==> src/rtl/pc_stack_unit.sv <==
// pc_stack_unit: program counter with a return-address stack.
// Handles sequential, jump, conditional branch, call and return operations.
// Optional feature macro: PCU_FAULT_EN. When it is defined, stack misuse
// (CALL when full, RET when empty) latches a sticky fault and freezes the unit.
// When it is undefined, a CALL when full still jumps but drops the push, and
// a RET when empty returns to RESET_VEC.
module pc_stack_unit #(
  parameter int ADDR_W      = 16,
  parameter int STACK_DEPTH = 4,
  parameter int RESET_VEC   = 0
) (
  input  logic                             clk,
  input  logic                             rst,
  input  logic                             en,
  input  logic [2:0]                       op,
  input  logic [ADDR_W-1:0]                target,
  input  logic                             br_flag_sel,
  input  logic                             br_flag_val,
  input  logic                             c_flag,
  input  logic                             z_flag,
  output logic [ADDR_W-1:0]                pc,
  output logic [$clog2(STACK_DEPTH+1)-1:0] sp,
  output logic                             stack_full,
  output logic                             stack_empty,
  output logic                             taken,
  output logic                             fault
);

  localparam int SP_W  = $clog2(STACK_DEPTH + 1);
  localparam int IDX_W = (STACK_DEPTH > 1) ? $clog2(STACK_DEPTH) : 1;
  localparam logic [ADDR_W-1:0] RESET_PC = ADDR_W'(RESET_VEC);
  localparam logic [SP_W-1:0]   SP_MAX   = SP_W'(STACK_DEPTH);

  // Opcodes 000 and 101-111 all fall through to the sequential case.
  localparam logic [2:0] OP_JMP  = 3'b001;
  localparam logic [2:0] OP_BRC  = 3'b010;
  localparam logic [2:0] OP_CALL = 3'b011;
  localparam logic [2:0] OP_RET  = 3'b100;

  logic [ADDR_W-1:0] r_pc;
  logic [SP_W-1:0]   r_sp;
  logic              r_full;
  logic              r_empty;
  logic              r_taken;
  logic [ADDR_W-1:0] r_stack [STACK_DEPTH];

  logic [ADDR_W-1:0] w_pc_inc;
  logic [ADDR_W-1:0] w_pc_next;
  logic [SP_W-1:0]   w_sp_next;
  logic              w_taken_next;
  logic              w_push;
  logic [IDX_W-1:0]  w_push_idx;
  logic [IDX_W-1:0]  w_pop_idx;
  logic              w_sel_flag;
  logic              w_run;
  logic              w_fault;

  assign w_pc_inc   = r_pc + ADDR_W'(1);
  assign w_push_idx = IDX_W'(r_sp);
  assign w_pop_idx  = IDX_W'(r_sp - SP_W'(1));
  assign w_sel_flag = br_flag_sel ? z_flag : c_flag;

`ifdef PCU_FAULT_EN
  typedef enum logic {ST_RUN, ST_FAULT} state_t;

  state_t r_state;
  state_t w_state_next;
  logic   w_misuse;

  // State register: the FAULT state is only left through reset.
  always_ff @(posedge clk or negedge rst) begin
    if (!rst) r_state <= ST_RUN;
    else      r_state <= w_state_next;
  end

  // Next-state logic: an accepted misuse while running freezes the unit.
  always_comb begin
    w_state_next = r_state;
    if (r_state == ST_RUN && w_misuse) w_state_next = ST_FAULT;
  end

  // State decode: the datapath only advances in RUN; fault mirrors FAULT.
  always_comb begin
    w_run   = (r_state == ST_RUN);
    w_fault = (r_state == ST_FAULT);
  end
`else
  assign w_run   = 1'b1;
  assign w_fault = 1'b0;
`endif

  // Datapath decode: next pc, stack pointer, push request and taken flag.
  always_comb begin
    w_pc_next    = r_pc;
    w_sp_next    = r_sp;
    w_taken_next = 1'b0;
    w_push       = 1'b0;
`ifdef PCU_FAULT_EN
    w_misuse     = 1'b0;
`endif
    if (w_run && en) begin
      case (op)
        OP_JMP: begin
          w_pc_next    = target;
          w_taken_next = 1'b1;
        end
        OP_BRC: begin
          if (w_sel_flag == br_flag_val) begin
            w_pc_next    = target;
            w_taken_next = 1'b1;
          end else begin
            w_pc_next = w_pc_inc;
          end
        end
        OP_CALL: begin
          if (!r_full) begin
            w_push       = 1'b1;
            w_sp_next    = r_sp + SP_W'(1);
            w_pc_next    = target;
            w_taken_next = 1'b1;
          end else begin
`ifdef PCU_FAULT_EN
            w_misuse = 1'b1;
`else
            w_pc_next    = target;
            w_taken_next = 1'b1;
`endif
          end
        end
        OP_RET: begin
          if (!r_empty) begin
            w_pc_next    = r_stack[w_pop_idx];
            w_sp_next    = r_sp - SP_W'(1);
            w_taken_next = 1'b1;
          end else begin
`ifdef PCU_FAULT_EN
            w_misuse = 1'b1;
`else
            w_pc_next    = RESET_PC;
            w_taken_next = 1'b1;
`endif
          end
        end
        default: w_pc_next = w_pc_inc;
      endcase
    end
  end

  // Architectural registers: pc, stack pointer, status flags and taken.
  always_ff @(posedge clk or negedge rst) begin
    if (!rst) begin
      r_pc    <= RESET_PC;
      r_sp    <= '0;
      r_full  <= 1'b0;
      r_empty <= 1'b1;
      r_taken <= 1'b0;
    end else begin
      r_pc    <= w_pc_next;
      r_sp    <= w_sp_next;
      r_full  <= (w_sp_next == SP_MAX);
      r_empty <= (w_sp_next == '0);
      r_taken <= w_taken_next;
    end
  end

  // Stack storage: contents are don't-care after reset, so no reset here.
  always_ff @(posedge clk) begin
    if (w_push) r_stack[w_push_idx] <= w_pc_inc;
  end

  assign pc          = r_pc;
  assign sp          = r_sp;
  assign stack_full  = r_full;
  assign stack_empty = r_empty;
  assign taken       = r_taken;
  assign fault       = w_fault;

endmodule
==> config.mk <==
export PLATFORM = sky130hd
export DESIGN_NAME = pc_stack_unit
export DESIGN_NICKNAME = d
export VERILOG_FILES = /design/src/rtl/pc_stack_unit.sv
export SDC_FILE = /design/constraint.sdc
export NUM_CORES = 1
export LEC_CHECK = 0
export ABC_AREA = 1
export CAP_MARGIN = 5
export CORE_AREA = 3 3 116 118
export CTS_CLUSTER_SIZE = 25
export DETAILED_ROUTE_END_ITERATION = 8
export DIE_AREA = 0 0 119 121
export GPL_TIMING_DRIVEN = 1
export SLEW_MARGIN = 10
export SYNTH_ARGS = -nofsm -noshare
export SYNTH_HDL_FRONTEND = slang
export SYNTH_SLANG_ARGS = --single-unit
==> constraint.sdc <==
create_clock -name clk -period 3.3 [get_ports clk]
set_clock_uncertainty 0.15 [all_clocks]
set_input_delay 0.66 -clock clk [delete_from_list [all_inputs] [get_ports clk]]
set_output_delay 0.66 -clock clk [all_outputs]
set_load 0.005 [all_outputs]
==> flow_summary_export.csv <==
group,metric,value,unit
yosys,yosysMostFrequentCell,"nand2_1",
final_layout,fill_cells,1244,
timing,post-route-min-period,2.46,ns
place,dp_hpwl,7670,um
floorplanning,ios,49,
place,io_buffers,47,
yosys,synth_compound_area_share,1.33,%
place,placed_area,4980,um^2
final_layout,diodes,0,
critical_path,max_stage_delay,0.58,ns
routing,ant_nets,0,
floorplanning,die_x,119,um
global_routing,grt_first_pass_wirelength,17100,um
routing,wl_per_cell,14.7,um
floorplanning,start_util,34.4,%
routing,drc,0,
timing,rsz0062_at_grt,"no",
run_status,status,"finished clean",
yosys,synth_cell_types,24,
critical_path,slowest_stage,"clkdlybuf4s50_1",
yosys,yosysSeqAreaShare,57.2,%
power,leakagePower,0.00223,uW
yosys,yosys_register_bits,86,
floorplanning,die_h,121,um
critical_path,crit_type,"flip-flop to output port",
yosys,synthCells,498,
place,dp_cells,708,
clock_network,cts_buffers,9,
timing,fmax,406,MHz
routing,firstDrtPassIters,5,
routing,vias,3461,
final_layout,stdcell_count,724,
clock_network,cts_max_level,3,
hold_path,min_path_type,"flip-flop to flip-flop",
critical_path,crit_path_end,"sp[0]",
yosys,syn_nets,530,
clock_network,clock_path_buffers,2,
timing,fin_setup_tns,0,ns
critical_path,start_kind,"flip-flop",
yosys,async_reset_ff_share,25.6,%
yosys,synth-simple-area-share,32.2,%
timing,drv_slew,0,
global_routing,grt_pass1_vias,3374,
yosys,synth_area_per_cell,8.69,um^2
critical_path,rr_worst_depth,11,
clock_network,tritoncts,"done",
critical_path,startpoint,"sp[0]$_DFF_PN0_",
critical_path,reg2reg_slack,0.86,ns
final_layout,seq_area,2470,um^2
yosys,synthXorXnorAreaFrac,1.01,%
critical_path,cp_max_fo,36,
critical_path,r2r-end,"stack_full$_DFF_PN0_",
floorplanning,rows,41,
yosys,synth_adder_area_share,1.74,%
final_layout,final_cell_area,5250,um^2
yosys,synth.area.top_cells,"edfxtp_1, nand2_1, dfrtp_1",
power,power.density,720,nW/um^2
clock_network,clk_pin_slew,0.06,ns
clock_network,cts_num_sinks,86,
clock_network,cts_setup_buffers,0,
final_layout,final_net_count,579,
clock_network,postCtsHoldBufs,0,
yosys,synth_edf_count,64,
power,irDropWorstVdd,0.000348,V
critical_path,required,2.49,ns
yosys,synth_top_family_by_area,"simple AND/OR/NAND/NOR gates",
yosys,ys.flop_type,"edfxtp_1",
routing,detailedRoute.firstIterationViolations,244,
critical_path,crit_arrival,1.65,ns
yosys,yosys_warnings,0,
clock_network,clkLatencyLatePin,0.34,ns
clock_network,ctsResizeCount,0,
yosys,synth_commonest_cells,"nand2_1, nand3_1, edfxtp_1, inv_1, nor2_1",
global_routing,grt-ovfl-total,0,
yosys,netlist_area,4330,um^2
flow_run,cap_violations,0,
timing,period_share,74.5,%
floorplanning,dieArea,14400,um^2
final_layout,layout-drive-gt1-share,6.88,%
global_routing,grt_max_degree,37,
floorplanning,core,12600,um^2
clock_network,cts_root_buf,"clkbuf_16",
global_routing,grt_antenna_before_repair,0,
final_layout,syn2layout_area_growth,21.3,%
timing,final-hold-violation-count,0,
critical_path,crit_chain,"buf_4, clkdlybuf4s50_1",
yosys,synth_top_area_share,44.4,%
yosys,synth_mux_area_share,0,%
routing,finalWirelength,10600,um
timing,relSlewSlack,56.6,%
global_routing,track_usage,15.2,%
final_layout,final_core_util,41.7,%
yosys,yosys.area.top_type,"edfxtp_1",
critical_path,r2r-start,"sp[1]$_DFF_PN0_",
critical_path,end_kind,"output port",
final_layout,multiInputGateArea,1570,um^2
place,gp_congestion,0.810,
timing,setup_viol,0,
timing,worstMarginPinSlew,0.651,ns
routing,vias_per_cell,4.78,
flip-flops by register name (all words and copies together) (netlist names):
name,flops
r_stack,64
stack_empty,1
sp,3
pc,16
taken,1
stack_full,1
cells by family (layout without fill, tap and decap cells):
family,count (synthesis),after routing
other,1,1
flip-flops,86,86
AND/OR/NAND/NOR,322,322
AO/OA/AOI/OAI,11,11
adder cells (fa/ha/maj),6,6
XOR/XNOR,5,5
buffers and inverters,67,121
through the flow:
| stage | setup slack (ns) | hold WS, ns | total power (uW) |
|---|---|---|---|
| after floorplan | 0.901 | 0.214 | 2360 |
| after global placement | 0.758 | 0.440 | 2870 |
| after detailed placement | 0.710 | 0.456 | 2890 |
| after CTS | 0.814 | 0.461 | 3830 |
| after global routing | 0.545 | 0.515 | 4040 |
| final | 0.840 | 0.458 | 3780 |
cell usage in the layout (no fill, tap or decap), types with 5 or more instances in the layout:
master	n
nand2_1	187
nand3_1	74
edfxtp_1	64
clkdlybuf4s50_1	47
inv_1	46
nor2_1	37
dfrtp_1	21
nand3b_1	9
clkbuf_16	9
buf_4	8
o21ai_0	6
ha_1	6
xor2_1	5
where the power goes:
group	total [uW]	switching [uW]	internal [uW]
clock network	928	417	510
registers	1490	139	1350
logic	1360	871	488
total	3780	1430	2350
area by class of cell:
class                      count  area share [%]
inverter                      50            3.58
clock inverter                 5           0.668
sequential                    86            47.1
clock buffer                  11            4.44
tap                          172            4.10
multi-input combinational    345            30.0
timing repair buffer          55            10.1
worst max-delay path: cells and delay by family, from the launching register on:
family                 cells  cell delay (ns)
flip-flops                 1             0.36
buffers and inverters      2             0.93
worst min-delay path by stage:
stage | startpoint | to | cells after the start
after floorplan | rst | pc[0]$_DFFE_PN0P_ | 0
after global placement | pc[15]$_DFFE_PN0P_ | pc[15]$_DFFE_PN0P_ | 2
after detailed placement | pc[15]$_DFFE_PN0P_ | pc[15]$_DFFE_PN0P_ | 2
after CTS | pc[15]$_DFFE_PN0P_ | pc[15]$_DFFE_PN0P_ | 2
after global routing | pc[15]$_DFFE_PN0P_ | pc[15]$_DFFE_PN0P_ | 2
final | pc[15]$_DFFE_PN0P_ | pc[15]$_DFFE_PN0P_ | 2
routing by layer:
layer / GRT usage (%) / part of all wire, %
met3: 4.01 / 5.0
met5: 0 / 0
met1: 17.6 / 42
met2: 26.8 / 51
met4: 5.87 / 2.3
No activity file was read; power rests on OpenSTA's default activity.
